### src/rtl/loader_pkg.sv
// Shared types and constants for the boot-time program loader.
package loader_pkg;

    localparam int BYTES_PER_WORD = 4;
    localparam int LEN_BYTES      = 2;

    typedef enum logic [2:0] {
        S_LEN_HI = 3'd0,
        S_LEN_LO = 3'd1,
        S_WORD   = 3'd2,
        S_CSUM   = 3'd3,
        S_DONE   = 3'd4,
        S_ERR    = 3'd5
    } loader_state_t;

    // Number of words an instruction memory of the given address width holds.
    function automatic logic [16:0] capacity_words(input int addr_w);
        return 17'(1) << addr_w;
    endfunction

endpackage

### src/rtl/word_assembler.sv
// Packs a big-endian byte stream into 32-bit words.
// word/word_valid are registered: they appear the cycle after the 4th byte.
// last_byte is combinational so the caller can act in the same cycle as the
// byte that completes a word.
module word_assembler
    import loader_pkg::*;
(
    input  logic        clk,
    input  logic        rst,
    input  logic        clr,
    input  logic        byte_stb,
    input  logic [7:0]  byte_in,
    output logic        last_byte,
    output logic        word_valid,
    output logic [31:0] word
);

    logic [1:0]  byte_cnt_q, byte_cnt_d;
    logic [31:0] shift_q, shift_d;
    logic        valid_q, valid_d;

    assign last_byte  = byte_stb && (byte_cnt_q == 2'(BYTES_PER_WORD - 1));
    assign word_valid = valid_q;
    assign word       = shift_q;

    // Next-state: shift MSB-first, counter wraps 3 -> 0 at each word boundary.
    always_comb begin
        byte_cnt_d = byte_cnt_q;
        shift_d    = shift_q;
        valid_d    = 1'b0;
        if (clr) begin
            byte_cnt_d = 2'd0;
            shift_d    = 32'd0;
        end else if (byte_stb) begin
            shift_d    = {shift_q[23:0], byte_in};
            byte_cnt_d = byte_cnt_q + 2'd1;
            valid_d    = last_byte;
        end
    end

    // State registers.
    always_ff @(posedge clk or negedge rst) begin
        if (!rst) begin
            byte_cnt_q <= 2'd0;
            shift_q    <= 32'd0;
            valid_q    <= 1'b0;
        end else begin
            byte_cnt_q <= byte_cnt_d;
            shift_q    <= shift_d;
            valid_q    <= valid_d;
        end
    end

endmodule

### src/rtl/prog_loader.sv
// Boot-time program loader: receives a length-prefixed, XOR-checksummed byte
// frame, writes the words into instruction memory from address 0 and releases
// the core only once the whole image has been verified.
//
// state    | meaning
// ---------+---------------------------------------------------------------
// S_LEN_HI | waiting for high byte of the word count (reset state)
// S_LEN_LO | waiting for low byte; count checked against memory capacity
// S_WORD   | receiving payload bytes, one memory write per 4 bytes
// S_CSUM   | waiting for checksum byte
// S_DONE   | image verified, core released; start restarts
// S_ERR    | overflow or bad checksum, core held; start restarts
module prog_loader
    import loader_pkg::*;
#(
    parameter int ADDR_W = 10
)
(
    input  logic              clk,
    input  logic              rst,
    input  logic [7:0]        rx_data,
    input  logic              rx_valid,
    output logic              rx_ready,
    input  logic              start,
    output logic              imem_we,
    output logic [ADDR_W-1:0] imem_addr,
    output logic [31:0]       imem_wdata,
    output logic              core_rst_n,
    output logic              done,
    output logic              error
);

    // The length field is 16 bits, so a larger memory could never be filled.
    localparam logic [16:0] CAP_WORDS = capacity_words(ADDR_W);

    loader_state_t     state_q, state_d;
    logic [15:0]       len_q, len_d;
    logic [ADDR_W-1:0] word_cnt_q, word_cnt_d;
    logic [ADDR_W-1:0] imem_addr_q, imem_addr_d;
    logic [7:0]        xor_q, xor_d;

    logic        byte_xfer;
    logic        restart;
    logic        asm_stb;
    logic        asm_last;
    logic        asm_valid;
    logic [31:0] asm_word;
    logic [16:0] len_in;
    logic        last_word;

    assign rx_ready  = (state_q != S_DONE) && (state_q != S_ERR);
    assign byte_xfer = rx_valid && rx_ready;
    assign restart   = start && ((state_q == S_DONE) || (state_q == S_ERR));
    assign asm_stb   = byte_xfer && (state_q == S_WORD);
    assign len_in    = {1'b0, len_q[15:8], rx_data};
    assign last_word = (17'(word_cnt_q) + 17'd1) == {1'b0, len_q};

    word_assembler u_word_assembler (
        .clk        (clk),
        .rst        (rst),
        .clr        (restart),
        .byte_stb   (asm_stb),
        .byte_in    (rx_data),
        .last_byte  (asm_last),
        .word_valid (asm_valid),
        .word       (asm_word)
    );

    // Frame parser: length capture, word counting, running XOR, verdict.
    always_comb begin
        state_d     = state_q;
        len_d       = len_q;
        word_cnt_d  = word_cnt_q;
        imem_addr_d = imem_addr_q;
        xor_d       = xor_q;
        case (state_q)
            S_LEN_HI: begin
                if (byte_xfer) begin
                    len_d[15:8] = rx_data;
                    xor_d       = xor_q ^ rx_data;
                    state_d     = S_LEN_LO;
                end
            end
            S_LEN_LO: begin
                if (byte_xfer) begin
                    len_d[7:0] = rx_data;
                    xor_d      = xor_q ^ rx_data;
                    if (len_in > CAP_WORDS) begin
                        state_d = S_ERR;
                    end else if (len_in == 17'd0) begin
                        state_d = S_CSUM;
                    end else begin
                        state_d = S_WORD;
                    end
                end
            end
            S_WORD: begin
                if (byte_xfer) begin
                    xor_d = xor_q ^ rx_data;
                    if (asm_last) begin
                        // Address lines up with the assembler's registered word.
                        imem_addr_d = word_cnt_q;
                        word_cnt_d  = word_cnt_q + ADDR_W'(1);
                        if (last_word) begin
                            state_d = S_CSUM;
                        end
                    end
                end
            end
            S_CSUM: begin
                if (byte_xfer) begin
                    state_d = (rx_data == xor_q) ? S_DONE : S_ERR;
                end
            end
            S_DONE, S_ERR: begin
                if (start) begin
                    state_d     = S_LEN_HI;
                    xor_d       = 8'd0;
                    word_cnt_d  = '0;
                    imem_addr_d = '0;
                end
            end
            default: begin
                state_d = S_LEN_HI;
            end
        endcase
    end

    // State registers; async reset returns to S_LEN_HI with the core held.
    always_ff @(posedge clk or negedge rst) begin
        if (!rst) begin
            state_q     <= S_LEN_HI;
            len_q       <= 16'd0;
            word_cnt_q  <= '0;
            imem_addr_q <= '0;
            xor_q       <= 8'd0;
        end else begin
            state_q     <= state_d;
            len_q       <= len_d;
            word_cnt_q  <= word_cnt_d;
            imem_addr_q <= imem_addr_d;
            xor_q       <= xor_d;
        end
    end

    assign imem_we    = asm_valid;
    assign imem_wdata = asm_word;
    assign imem_addr  = imem_addr_q;
    assign done       = (state_q == S_DONE);
    assign core_rst_n = (state_q == S_DONE);
    assign error      = (state_q == S_ERR);

endmodule

### config.mk
export PLATFORM = sky130hd
export DESIGN_NAME = prog_loader
export DESIGN_NICKNAME = d
export VERILOG_FILES = /design/src/rtl/loader_pkg.sv /design/src/rtl/word_assembler.sv /design/src/rtl/prog_loader.sv
export SDC_FILE = /design/constraint.sdc
export NUM_CORES = 1
export LEC_CHECK = 0
export BUFFER_PORTS_ARGS = -buffer_cell sky130_fd_sc_hd__buf_2
export CAP_MARGIN = 15
export CORE_MARGIN = 1.5
export CORE_UTILIZATION = 51
export CTS_CLUSTER_SIZE = 25
export DETAILED_ROUTE_END_ITERATION = 16
export HOLD_SLACK_MARGIN = 0.12
export PLACE_DENSITY = 0.75
export SLEW_MARGIN = 10
export SYNTH_ARGS = -nofsm -noshare
export SYNTH_HDL_FRONTEND = slang
export SYNTH_SLANG_ARGS = --single-unit
### constraint.sdc
create_clock -name clk -period 1.9 [get_ports clk]
set_input_delay 0.19 -clock clk [delete_from_list [all_inputs] [get_ports clk]]
set_output_delay 0.19 -clock clk [all_outputs]
set_load 0.02 [all_outputs]
==> results.yml <==
power:
  p_switching_uw: 1770
  p_comb_share_pct: 30.9
  internal-power_uw: 3260
  p_clk_share_pct: 23.3
  peakVddDrop_v: 0.000747
  leakage_uw: 0.00224
  p_seq_share_pct: 45.8
  p_sw_share_pct: 35.1
  power.density_nw_per_um2: 1050
global_routing:
  grt_pass1_vias: 3230
  grt_util_all_layers_pct: 24.1
  grt_max_degree: 39
  antenna_found_initial: 0
  grt.overflow.total: 0
  grt_pass1_wl_um: 15900
setup_path:
  cp_data_required_time_ns: 2.19
  crit_fanout: 4
  cp.arrival_ns: 2.19
  cp_slowest_cell: "dfrtp_1"
  crit_start: "word_cnt_q[0]$_DFFE_PN0P_"
  slowest_delay_ns: 0.42
  cp-end-kind: "flop"
  r2r-end: "state_q[0]$_DFFE_PN0P_"
  regToRegSetupSlack_ns: -0.00009
  crit_chain: "ha_4, nand2b_4, o211ai_2, or3b_4, a2111oi_4, o2111ai_2, a21oi_1"
  rr_worst_depth: 7
  r2r-start: "word_cnt_q[0]$_DFFE_PN0P_"
  crit_type: "flop to flop"
  start_kind: "flop"
detailed_routing:
  wl_um: 9110
  vias: 3338
  wl_per_cell_um: 15.0
  viasPerCell: 5.50
  firstDrtPassIters: 4
  ant_nets: 0
  drc: 0
  drt_iter0_markers: 204
floorplan:
  die_h_um: 92.0
  ios: 59
  die_area_um2: 8450
  die_x_um: 92.0
  start_util_pct: 52.5
  rows: 32
  coreArea_um2: 7690
synthesis:
  yosys.area_share.simple_pct: 21.4
  synth.cell_area_um2: 4040
  ys_seq_elements: 82
  synthTopCellsByArea: "dfrtp_1 (51%), nand2_1 (11%), a21oi_1 (6.0%), mux2_2 (4.5%), xnor2_1 (3.3%)"
  synth_compound_area_share_pct: 13.5
  yosysWarnings: 0
  netlist.area_leader.share_pct: 50.9
  syn-num-nets: 443
  synthCells: 429
  synth_top_area_cell: "dfrtp_1"
  synth_edf_count: 0
  ys_async_sr_fraction_pct: 100
  yosysSeqAreaShare_pct: 50.9
  synth_mux_area_share_pct: 4.71
  yosys.area_share.xor_xnor_pct: 4.56
  synth_top_family_by_area: "simple AND/OR/NAND/NOR gates"
  synth_cell_types: 54
  synthTopCellsByCount: "nand2_1 (113), dfrtp_1 (82), a21oi_1 (48), o21ai_0 (20), mux2_2 (16)"
  synth_fa_ha_area_share_pct: 0.620
  avgSynthCellArea_um2: 9.41
  synth_most_common_cell: "nand2_1"
  synth_flop_cell: "dfrtp_1"
timing:
  finalCritPeriodShare_pct: 100
  slew_headroom_pct: 62.3
  setup_viol_count_final: 1
  fin_crit_ns: 1.90
  final-hold-violation-count: 0
  fin_skew_ns: 0.0135
  finalSetupTns_ns: -0.0000917
  grt_setup_unrepaired: "true"
  tightest_slew_ns: 0.564
  fin_ws_ns: -0.0000917
  max_freq_ghz: 0.526
  drv_slew: 0
  whs_ns: 0.137
cells_and_area:
  final_nets: 514
  syn_to_final_growth_pct: 18.3
  fillers: 679
  finish.utilization_pct: 62.1
  layout-drive-gt1-share_pct: 27.1
  seqCellArea_um2: 2050
  layout.cells.non_filler: 607
  multiInputGateArea_um2: 1850
  antenna_cells: 0
cts:
  cts.clk_slew.worst_paths_ns: 0.09
  clock_latency_ns: 0.37
  htree_levels: 3
  cts_tree: "built"
  numCtsBuffers: 9
  clockBufferDepth: 2
  clock-sinks: 82
  cts_root_buf: "clkbuf_8"
min_path:
  whs_endpoint: "xor_q[0]$_DFFE_PN0P_"
  holdPathStages: 3
  hp-start: "rx_data[0]"
  hp-class: "primary input to flop"
run:
  maxCapViolCount: 0
place:
  dp_cells: 586
  pre_cts_slack_ns: -0.0543
  portBuffers: 58
  dpl.hpwl_um: 6300
  place.gp.congestion: 0.853
outcome:
  status: "complete, but fails checks"
  violations: "setup timing"
[worst max-delay path, delay by kind of cell (launching register included)]
family	cells	cell delay, ns
AO/OA/AOI/OAI	4	0.67
AND/OR/NAND/NOR	2	0.54
flip-flops	1	0.42
adder cells (fa/ha/maj)	1	0.20
[cell usage in the layout (no fill, tap or decap), types with 13 or more instances in the layout]
master / n
buf_4: 31
o21ai_0: 20
xnor2_1: 15
nor2_1: 13
dfrtp_1: 82
a21oi_1: 48
buf_2: 57
nand3_1: 14
nand2_1: 113
mux2_2: 16
[per-layer routing]
metal | track usage [%] | wire length [µm] | share of wire (%) | vias to the layer above
met4 | 9.36 | 138 | 1.5 | 0
met2 | 37.1 | 4260 | 47 | 96
li1 | - | - | - | 1605
met5 | 0 | 0 | 0 | -
met3 | 3.90 | 404 | 4.4 | 11
met1 | 34.1 | 4320 | 47 | 1626
[cells by family after synthesis]
family / Yosys count
and+or+nand+nor: 179
AOI/OAI and AO/OA: 94
DFF: 82
buffers and inverters: 34
xor gates and xnor gates: 21
muxes: 17
adders and majority gates: 2
[flip-flops by register name (all words and copies together), names as in the netlist]
| signal | cells |
|---|---|
| u_word_assembler.byte_cnt_q | 2 |
| imem_addr | 10 |
| u_word_assembler.word | 32 |
| u_word_assembler.word_valid | 1 |
| len_q | 16 |
| state_q | 3 |
| xor_q | 8 |
| word_cnt_q | 10 |
[power by group through the flow]
stage	Sequential (µW)	Clock, µW	Combinational [µW]
6_report	2310	1170	1550
5_1_grt	2350	1290	1740
4_1_cts	2300	1210	1540
3_5_place_dp	2330	0	1520
3_3_place_gp	2310	0	1470
2_1_floorplan	2280	0	1140
[worst max-delay path by stage]
stage                                   endpoint  cells past startpoint
final                     state_q[0]$_DFFE_PN0P_                      7
after global routing      state_q[0]$_DFFE_PN0P_                      7
after CTS                 state_q[0]$_DFFE_PN0P_                      7
after detailed placement  state_q[0]$_DFFE_PN0P_                      6
after global placement    state_q[0]$_DFFE_PN0P_                      7
after floorplan           state_q[0]$_DFFE_PN0P_                      8
[repair_timing]
| item | in CTS | in global routing |
|---|---|---|
| setup buffers | 1 | 3 |
| pin swaps | 7 | 1 |
| hold buffers | 1 | 0 |
| resized for setup | 3 | 3 |
| hold endpoints to repair | 36 | 0 |
| setup endpoints to repair | 1 | 4 |
| gates cloned | 0 | 0 |
[stage by stage]
stage                     area [µm²]  total power [µW]
after floorplan                 4040              3420
after global placement          4510              3780
after detailed placement        4510              3850
after CTS                       4730              5050
after global routing            4770              5370
final                           4770              5030
[layout make-up]
type | instances | area share, %
inverters | 4 | 0.315
well taps | 102 | 2.67
clock buffers | 9 | 2.60
repair buffers | 90 | 11.5
clock inverters | 7 | 1.21
multi-input cells | 313 | 38.7
flip-flops and latches | 82 | 43.0
Note: power is estimated with default switching activity, not from simulation.
